===== src/rtl/if_fetch_pkg.sv =====
// Shared definitions for the instruction-fetch stage: reset/step defaults,
// the fetch FSM encoding, next-PC source tags and stall-vector bit indices.
package if_fetch_pkg;

    localparam logic [63:0] RESET_PC_DEF = 64'h0000_0000_8000_0000;
    localparam logic [63:0] PC_STEP_DEF  = 64'd4;

    // Bit positions inside the pipeline stall vector
    localparam int unsigned STALL_IF = 0;
    localparam int unsigned STALL_ID = 1;

    typedef enum logic [1:0] {
        BOOT = 2'd0,
        RUN  = 2'd1,
        HOLD = 2'd2
    } fetch_state_e;

    // Which rule produced next_pc this cycle
    typedef enum logic [2:0] {
        NPC_BOOT   = 3'd0,
        NPC_BRANCH = 3'd1,
        NPC_PARK   = 3'd2,
        NPC_PEND   = 3'd3,
        NPC_SEQ    = 3'd4,
        NPC_HOLD   = 3'd5
    } npc_sel_e;

    // SRAM returns 64-bit words; decode picks the half by pc[2]
    function automatic logic [63:0] dw_align(input logic [63:0] addr);
        return {addr[63:3], 3'b000};
    endfunction

endpackage


===== src/rtl/if_fetch_redirect_buf.sv =====
// if_redirect_buf: parks a redirect that arrives while IF is stalled and
// resolves the next-PC priority (branch > parked redirect > sequential > hold).
module if_redirect_buf
    import if_fetch_pkg::*;
#(
    parameter logic [63:0] PC_STEP = PC_STEP_DEF
) (
    input  logic        clk,
    input  logic        rst_n,
    input  logic        booting,
    input  logic        stall_if,
    input  logic        br_e,
    input  logic [63:0] br_addr,
    input  logic        fetch_acc,
    input  logic [63:0] cur_pc,
    output logic [63:0] next_pc,
    output npc_sel_e    npc_sel,
    output logic        pend_v
);

    logic        pend_v_q,    pend_v_d;
    logic [63:0] pend_addr_q, pend_addr_d;

    assign pend_v = pend_v_q;

    // Next-PC priority mux and pending-redirect bookkeeping
    always_comb begin
        pend_v_d    = pend_v_q;
        pend_addr_d = pend_addr_q;
        next_pc     = cur_pc;
        npc_sel     = NPC_HOLD;
        if (booting) begin
            // A redirect during the boot bubble is honoured directly
            npc_sel = NPC_BOOT;
            if (br_e) begin
                next_pc = br_addr;
            end
        end else if (br_e && !stall_if) begin
            next_pc  = br_addr;
            pend_v_d = 1'b0;
            npc_sel  = NPC_BRANCH;
        end else if (br_e) begin
            // Newest redirect wins: overwrite any earlier parked target
            pend_v_d    = 1'b1;
            pend_addr_d = br_addr;
            npc_sel     = NPC_PARK;
        end else if (pend_v_q && !stall_if) begin
            next_pc  = pend_addr_q;
            pend_v_d = 1'b0;
            npc_sel  = NPC_PEND;
        end else if (fetch_acc) begin
            next_pc = cur_pc + PC_STEP;
            npc_sel = NPC_SEQ;
        end
    end

    // Pending-redirect registers; reset discards any parked redirect
    always_ff @(posedge clk) begin
        if (!rst_n) begin
            pend_v_q    <= 1'b0;
            pend_addr_q <= '0;
        end else begin
            pend_v_q    <= pend_v_d;
            pend_addr_q <= pend_addr_d;
        end
    end

endmodule


===== src/rtl/if_fetch.sv =====
// if_fetch: IF stage of the RV64I pipeline. Owns the fetch PC, drives the
// instruction SRAM request/grant handshake and hands pc/pc_valid to decode.
// Optional build macro IF_MISALIGN_CHK_EN adds the fetch_misalign output and
// suppresses requests while the PC is not 4-byte aligned.
module if_fetch
    import if_fetch_pkg::*;
#(
    parameter logic [63:0] RESET_PC = RESET_PC_DEF,
    parameter logic [63:0] PC_STEP  = PC_STEP_DEF
) (
    input  logic        clk,
    input  logic        rst_n,
    input  logic [5:0]  stall,
    input  logic        br_e,
    input  logic [63:0] br_addr,
    output logic        stallreq_if,
    output logic        pc_valid,
    output logic [63:0] pc,
    output logic        inst_sram_req,
    input  logic        inst_sram_gnt,
    output logic [63:0] inst_sram_addr,
`ifdef IF_MISALIGN_CHK_EN
    output logic        fetch_misalign,
`endif
    output logic        inst_sram_we
);

    fetch_state_e state_q,    state_d;
    logic [63:0]  pc_q,       pc_d;
    logic         pc_valid_q, pc_valid_d;
    logic         misalign_q, misalign_d;

    logic         stall_if;
    logic         fetch_acc;
    logic         booting;
    logic [63:0]  next_pc;
    npc_sel_e     npc_sel;
    logic         pend_v;
    logic         unused_stall;

    assign stall_if     = stall[STALL_IF];
    assign unused_stall = &{1'b0, stall[5:1]};
    assign booting      = (state_q == BOOT);

    // Request and stall generation toward SRAM and the hazard unit
    always_comb begin
        inst_sram_req = pc_valid_q & ~booting & ~misalign_q;
        stallreq_if   = inst_sram_req & ~inst_sram_gnt;
        fetch_acc     = inst_sram_req & inst_sram_gnt & ~stall_if;
    end

    assign inst_sram_addr = dw_align(pc_q);
    assign inst_sram_we   = 1'b0;
    assign pc             = pc_q;
    assign pc_valid       = pc_valid_q;
`ifdef IF_MISALIGN_CHK_EN
    assign fetch_misalign = misalign_q;
`endif

    if_redirect_buf #(
        .PC_STEP (PC_STEP)
    ) u_rbuf (
        .clk       (clk),
        .rst_n     (rst_n),
        .booting   (booting),
        .stall_if  (stall_if),
        .br_e      (br_e),
        .br_addr   (br_addr),
        .fetch_acc (fetch_acc),
        .cur_pc    (pc_q),
        .next_pc   (next_pc),
        .npc_sel   (npc_sel),
        .pend_v    (pend_v)
    );

    // Next-state, next-PC and misalign flag for the fetch FSM
    always_comb begin
        pc_d       = next_pc;
        pc_valid_d = 1'b1;
        state_d    = state_q;
        if (booting) begin
            state_d = RUN;
        end else begin
            unique case (npc_sel)
                NPC_PARK: state_d = HOLD;
                NPC_HOLD: state_d = (stall_if || pend_v) ? HOLD : RUN;
                default:  state_d = RUN;
            endcase
        end
`ifdef IF_MISALIGN_CHK_EN
        // Registered alongside pc so it always describes the current pc
        misalign_d = pc_valid_d & (pc_d[1:0] != 2'b00);
`else
        misalign_d = 1'b0;
`endif
    end

    // Fetch FSM state and registered outputs
    always_ff @(posedge clk) begin
        if (!rst_n) begin
            state_q    <= BOOT;
            pc_q       <= RESET_PC;
            pc_valid_q <= 1'b0;
            misalign_q <= 1'b0;
        end else begin
            state_q    <= state_d;
            pc_q       <= pc_d;
            pc_valid_q <= pc_valid_d;
            misalign_q <= misalign_d;
        end
    end

endmodule


===== config.mk =====
export PLATFORM = sky130hd
export DESIGN_NAME = if_fetch
export DESIGN_NICKNAME = d
export VERILOG_FILES = /design/src/rtl/if_fetch_pkg.sv /design/src/rtl/if_fetch_redirect_buf.sv /design/src/rtl/if_fetch.sv
export SDC_FILE = /design/constraint.sdc
export NUM_CORES = 1
export LEC_CHECK = 0
export ABC_AREA = 1
export BUFFER_PORTS_ARGS = -buffer_cell sky130_fd_sc_hd__clkbuf_2
export CORE_MARGIN = 4
export CORE_UTILIZATION = 40
export DETAILED_ROUTE_END_ITERATION = 12
export GPL_TIMING_DRIVEN = 1
export PLACE_DENSITY = 0.63
export SYNTH_ARGS = -nofsm -noshare
export SYNTH_HDL_FRONTEND = slang
export SYNTH_SLANG_ARGS = --single-unit
export TNS_END_PERCENT = 1

===== constraint.sdc =====
create_clock -name clk -period 2.3 [get_ports clk]
set_input_delay 0.23 -clock clk [delete_from_list [all_inputs] [get_ports clk]]
set_output_delay 0.23 -clock clk [all_outputs]
set_load 0.05 [all_outputs]

==> results_dict.tcl, run 1 <==
set metrics [dict create \
    syn_to_final_growth_pct 17.4 \
    crit_chain "nand2_1, nor2_1, nand2_1, nor2_1, nand2_1, o21ai_0, nand3_1, nand2_1, a21oi_1" \
    finalClockSkew_ns 0.00634 \
    pwr_density_cell_nw_per_um2 752 \
    setup_violations 0 \
    cts_buffers 17 \
    rsz0062_at_grt "false" \
    syn_inst 1357 \
    critPathMaxFanout 6 \
    drt_first_pass_iters 5 \
    drc 0 \
    r2r_cells 9 \
    timing.rr.start "pc[17]" \
    wl_um 28900 \
    synth_cell_types 32 \
    ys_warn_count 0 \
    initial_utilization_pct 40.9 \
    dieArea_um2 23100 \
    clk_pin_slew_ns 0.06 \
    outcome "finished clean" \
    clockRootBuffer "clkbuf_16" \
    post_cts_resize_count 0 \
    tritoncts "yes" \
    drv_cap 0 \
    slew_headroom_pct 61.1 \
    nets 1554 \
    hpwlAfterDp_um 20700 \
    port_buffers 196 \
    synth_area_um2 8300 \
    vias 9147 \
    leakagePower_nw 4.44 \
    gp_congestion 0.985 \
    ant_nets 0 \
    whs_endpoint "u_rbuf.pend_addr_q[1]" \
    antenna_found_initial 0 \
    holdWs_ns 0.0367 \
    min_path_cells 3 \
    seq_area_frac_synth_pct 31.9 \
    die_x_um 152 \
    period_needed_ns 2.08 \
    worst_setup_path_start_kind "flip-flop" \
    grt_max_degree 82 \
    max_stage_delay_ns 0.50 \
    clock-sinks 132 \
    wl_per_cell_um 16.4 \
    dr.first_iter.drc_count 843 \
    hp-class "in -> reg" \
    io_pins 206 \
    grt_pass1_vias 8516 \
    grt_pass1_wl_um 45900 \
    rows 52 \
    viasPerCell 5.20 \
    slowest_stage "dfxtp_1" \
    coreArea_um2 20300 \
    crit_top_cell "nand2_1" \
    maxSlewViolCount 0 \
    htree_levels 4 \
    ys_ff_latch 132 \
    r2r_end "pc[61]" \
    hold_start "br_addr[1]" \
    finalCritPeriodShare_pct 90.2 \
    r2r_slack_ns 0.22 \
    clock_tree.buffer_depth 2 \
    ir_drop_mv 0.477 \
    die_y_um 152 \
    max_freq_ghz 0.482 \
    worstPathRequired_ns 2.61 \
    end_kind "flip-flop" \
    hold_violations 0 \
    arrival_ns 2.39 \
    path_class "reg -> reg" \
    num_antenna_cells 0 \
    tns_ns 0 \
    grt.total_usage_pct 24.4 \
    grt_overflow 0 \
    drive_above_1_share_pct 18.5 \
    syn_avg_cell_area_um2 6.11 \
    worst_pin_slew_ns 0.583 \
    cts_hold_buf 0 \
    cts_setup_buffers 0 \
    clock_latency_ns 0.43 \
]
==> cell usage after synthesis, drive strengths merged <==
| master | count | area, um2 |
|---|---|---|
| inv | 117 | 442 |
| clkbuf | 46 | 173 |
| buf | 83 | 584 |
| nand2 | 244 | 933 |
| nor2 | 268 | 1040 |
| nand3b | 3 | 22.5 |
| conb | 1 | 3.75 |
| a31oi | 1 | 6.26 |
| ha | 1 | 12.5 |
| dfxtp | 132 | 2640 |
| xor2 | 10 | 87.6 |
| a211oi | 1 | 12.5 |
| o21ai | 166 | 838 |
| xnor2 | 8 | 70.1 |
| o211ai | 4 | 30.0 |
| a21oi | 166 | 831 |
| o21bai | 5 | 37.5 |
| nand4 | 16 | 100 |
| nand3 | 76 | 380 |
| o22ai | 1 | 6.26 |
| nor3 | 8 | 45.0 |
==> power by group <==
| group | leakage (nW) | switching [mW] | internal (mW) |
|---|---|---|---|
| Sequential | 1.09 | 0.236 | 2.47 |
| Clock | 0.277 | 1.01 | 1.66 |
| Combinational | 3.08 | 1.46 | 0.484 |
| Total | 4.44 | 2.71 | 4.62 |
==> cell usage in the layout, fill, tap and decap left out, types with 2 or more instances in the layout <==
| cell type | Yosys | routed |
|---|---|---|
| nor2_1 | 261 | 260 |
| nand3b_1 | 3 | 3 |
| nor2_4 | 3 | 3 |
| o21ai_0 | 111 | 111 |
| clkbuf_16 | 0 | 17 |
| buf_4 | 68 | 29 |
| o211ai_1 | 4 | 4 |
| o21bai_1 | 5 | 5 |
| inv_1 | 110 | 110 |
| xor2_1 | 10 | 10 |
| buf_12 | 0 | 4 |
| clkbuf_1 | 46 | 5 |
| nor2_2 | 4 | 5 |
| nand3_1 | 76 | 76 |
| clkinv_2 | 0 | 3 |
| nand4_1 | 16 | 16 |
| clkbuf_8 | 0 | 3 |
| conb_1 | 1 | 4 |
| bufinv_16 | 0 | 2 |
| xnor2_1 | 8 | 8 |
| a21oi_1 | 166 | 166 |
| o21ai_1 | 53 | 53 |
| nor3_1 | 7 | 7 |
| nand2_1 | 241 | 241 |
| nand2_4 | 2 | 2 |
| clkbuf_2 | 0 | 195 |
| inv_2 | 6 | 6 |
| dfxtp_1 | 132 | 132 |
==> worst max-delay path, delay by kind of cell (launching register included) <==
kind / cells / cell delay [ns]
simple gates: 7 / 1.19
flops: 1 / 0.50
compound gates: 2 / 0.27
==> area by class of cell <==
| class | instances | area [um2] |
|---|---|---|
| clock buffers | 25 | 485 |
| clock inverters | 5 | 75.1 |
| fillers | 2184 | 10600 |
| inverters | 117 | 442 |
| multi-input cells | 982 | 4480 |
| flip-flops and latches | 132 | 2640 |
| well taps | 270 | 338 |
| repair buffers | 229 | 1280 |
==> stage by stage <==
stage / instances / utilization (%) / instance area (um2) / total power, mW / setup WS, ns
3_5_place_dp: 1730 / 45.2 / 9180 / 4.69 / 0.293
4_1_cts: 1760 / 48.0 / 9740 / 7.36 / 0.266
6_report: 1760 / 48.0 / 9740 / 7.33 / 0.225
5_1_grt: 1760 / 48.0 / 9740 / 7.65 / 0.0125
3_3_place_gp: 1730 / 45.2 / 9180 / 4.68 / 0.327
2_1_floorplan: 1360 / - / 8310 / 4.25 / 0.135
==> kinds of logic (layout without fill, tap and decap cells) <==
kind of cell / Yosys count / count (layout) / share of synthesized area, %
xor+xnor: 18 / 18 / 1.90
compound gates: 344 / 344 / 21.2
fa+ha+maj: 1 / 1 / 0.151
simple gates: 615 / 615 / 30.4
other cells: 1 / 4 / 0.0452
buf+inv: 246 / 376 / 14.4
flops: 132 / 132 / 31.9
==> routing by layer <==
metal / vias to the layer above / track usage, % / part of all wire (%) / wire, um
met5: - / 0 / 0 / 0
met4: 0 / 8.01 / 2.3 / 650
met3: 34 / 4.69 / 7.5 / 2170
met2: 346 / 37.5 / 44 / 12800
met1: 4172 / 34.4 / 46 / 13300
li1: 4595 / - / - / -
==> registers in the layout (all words and copies together), names as in the netlist <==
| signal | cells |
|---|---|
| state_q | 2 |
| u_rbuf.pend_addr_q | 64 |
| pc | 64 |
| pc_valid | 1 |
| u_rbuf.pend_v | 1 |
==> worst max path at each step <==
stage	startpoint	end	slack (ns)	depth (start not counted)
final	pc[17]	pc[61]	0.22	9
after global routing	pc[17]	pc[61]	0.01	9
after CTS	pc[9]	pc[26]	0.27	8
after detailed placement	pc[18]	pc[61]	0.29	9
after global placement	pc[9]	pc[62]	0.33	9
after floorplan	pc_valid	pc[10]	0.14	10
No activity file was read; power rests on OpenSTA's default activity.
==> run 2: changes to the inputs <==
Settings changed: CORE_ASPECT_RATIO set to 1.25, CTS_CLUSTER_DIAMETER set to 80, SLEW_MARGIN set to 20.
==> run 2 against run 1 <==
Routed wire length grew 1.9%. Via count grew 0.55%. Combinational power is essentially flat. Highest routed layer unchanged. Critical path depth shrank 1. Die area is essentially flat. Cell count grew 0.28%. Critical path type unchanged. Non-clock buffer count grew 3. Critical endpoint is now pc[22].
==> results_dict.tcl, run 2 (synthesized netlist as in run 1, its figures left out) <==
set metrics [dict create \
    outcome "finished clean" \
    antenna_found_initial 0 \
    rsz0062_at_grt "false" \
    ir_drop_mv 0.463 \
    worst_setup_path_start_kind "flip-flop" \
    internal_power_mw 4.65 \
    htree_levels 4 \
    utilization_pct 48.5 \
    die_y_um 169 \
    cts_buffers 17 \
    vias 9197 \
    clock-sinks 132 \
    power_switching_share_pct 37.4 \
    pwr_density_cell_nw_per_um2 757 \
    design_area_um2 9820 \
    end_kind "flip-flop" \
    viasPerCell 5.21 \
    grt_pass1_wl_um 46000 \
    dieArea_um2 23100 \
    ant_nets 0 \
    design_power_total_mw 7.43 \
    drive_above_1_share_pct 19.1 \
    num_antenna_cells 0 \
    path_class "reg -> reg" \
    die_x_um 137 \
    io_pins 206 \
    postPlaceCellArea_um2 9220 \
    r2r_slack_ns 0.27 \
    initial_utilization_pct 41.0 \
    holdWs_ns 0.0491 \
    clockRootBuffer "clkbuf_16" \
    grt_pass1_vias 8533 \
    arrival_ns 2.38 \
    clkPwrFrac_pct 37.3 \
    slew_headroom_pct 57.6 \
    grt_max_degree 82 \
    setup_slack_ns 0.273 \
    drc 0 \
    maxSlewViolCount 0 \
    cts_setup_buffers 0 \
    post_cts_resize_count 0 \
    fillers 2184 \
    gp_congestion 1.02 \
    critPathMaxFanout 8 \
    clk_pin_slew_ns 0.06 \
    instances_no_fill 1765 \
    port_buffers 196 \
    finalCritPeriodShare_pct 88.2 \
    hold_violations 0 \
    final_common_cell "nor2_1" \
    switchingPower_mw 2.78 \
    rows 58 \
    drv_cap 0 \
    wl_um 29400 \
    seq_power_share_pct 36.1 \
    hpwlAfterDp_um 21300 \
    dr.first_iter.drc_count 755 \
    clock_tree.buffer_depth 2 \
    period_needed_ns 2.03 \
    p_comb_share_pct 26.6 \
    layout_common_cells "nor2_1, nand2_1, clkbuf_2, a21oi_1, dfxtp_1" \
    max_freq_ghz 0.493 \
    tritoncts "yes" \
    drt_first_pass_iters 7 \
    syn_to_final_growth_pct 18.3 \
    hp-class "in -> reg" \
    worst_pin_slew_ns 0.636 \
    worstPathRequired_ns 2.65 \
    place_inst 1733 \
    wl_per_cell_um 16.7 \
    pre_cts_ws_ns 0.228 \
    leakagePower_nw 4.48 \
    grt.total_usage_pct 25.2 \
    grt_overflow 0 \
    finalClockSkew_ns 0.0105 \
    cts_hold_buf 0 \
    setup_violations 0 \
    clock_latency_ns 0.42 \
    coreArea_um2 20200 \
    tns_ns 0 \
    nets 1557 \
]
## run 2: critical path, stage by stage, from the launching register on
cell     delay [ns]
dfxtp_1        0.45
nand2_1        0.14
nor2_1         0.26
nand2_1        0.18
nor2_4         0.33
nand2_1        0.11
xnor2_1        0.20
o21ai_0        0.11
a21oi_1        0.17
## run 2: power by group through the flow
stage	clock, mW	combinational (mW)	sequential, mW
after floorplan	0	1.18	3.07
after global placement	0	1.97	2.72
after detailed placement	0	1.98	2.73
after CTS	2.80	1.98	2.68
after global routing	2.89	2.13	2.71
final	2.77	1.98	2.68
## run 2: layout make-up
class	instances	area, um2	area share, %
tap	270	338	3.44
multi-input combinational	982	4480	45.7
clock buffer	21	470	4.79
sequential	132	2640	26.9
clock inverter	11	126	1.29
timing repair buffer	232	1310	13.4
inverter	117	442	4.50
## run 2: final timing paths
path                            endpoint              startpoint  depth (start not counted)
hold / removal    u_rbuf.pend_addr_q[17]             br_addr[17]                          3
setup reg to reg                  pc[22]                  pc[11]                          8
hold reg to reg   u_rbuf.pend_addr_q[54]  u_rbuf.pend_addr_q[54]                          2
setup / recovery                  pc[22]                  pc[11]                          8
## run 2: layer usage
| layer | share of wire (%) | GRT usage [%] | vias to the layer above |
|---|---|---|---|
| li1 | - | - | 4601 |
| met1 | 44 | 33.7 | 4251 |
| met2 | 48 | 42.1 | 310 |
| met5 | 0 | 0 | - |
| met4 | 2.0 | 8.03 | 0 |
| met3 | 6.0 | 3.27 | 35 |
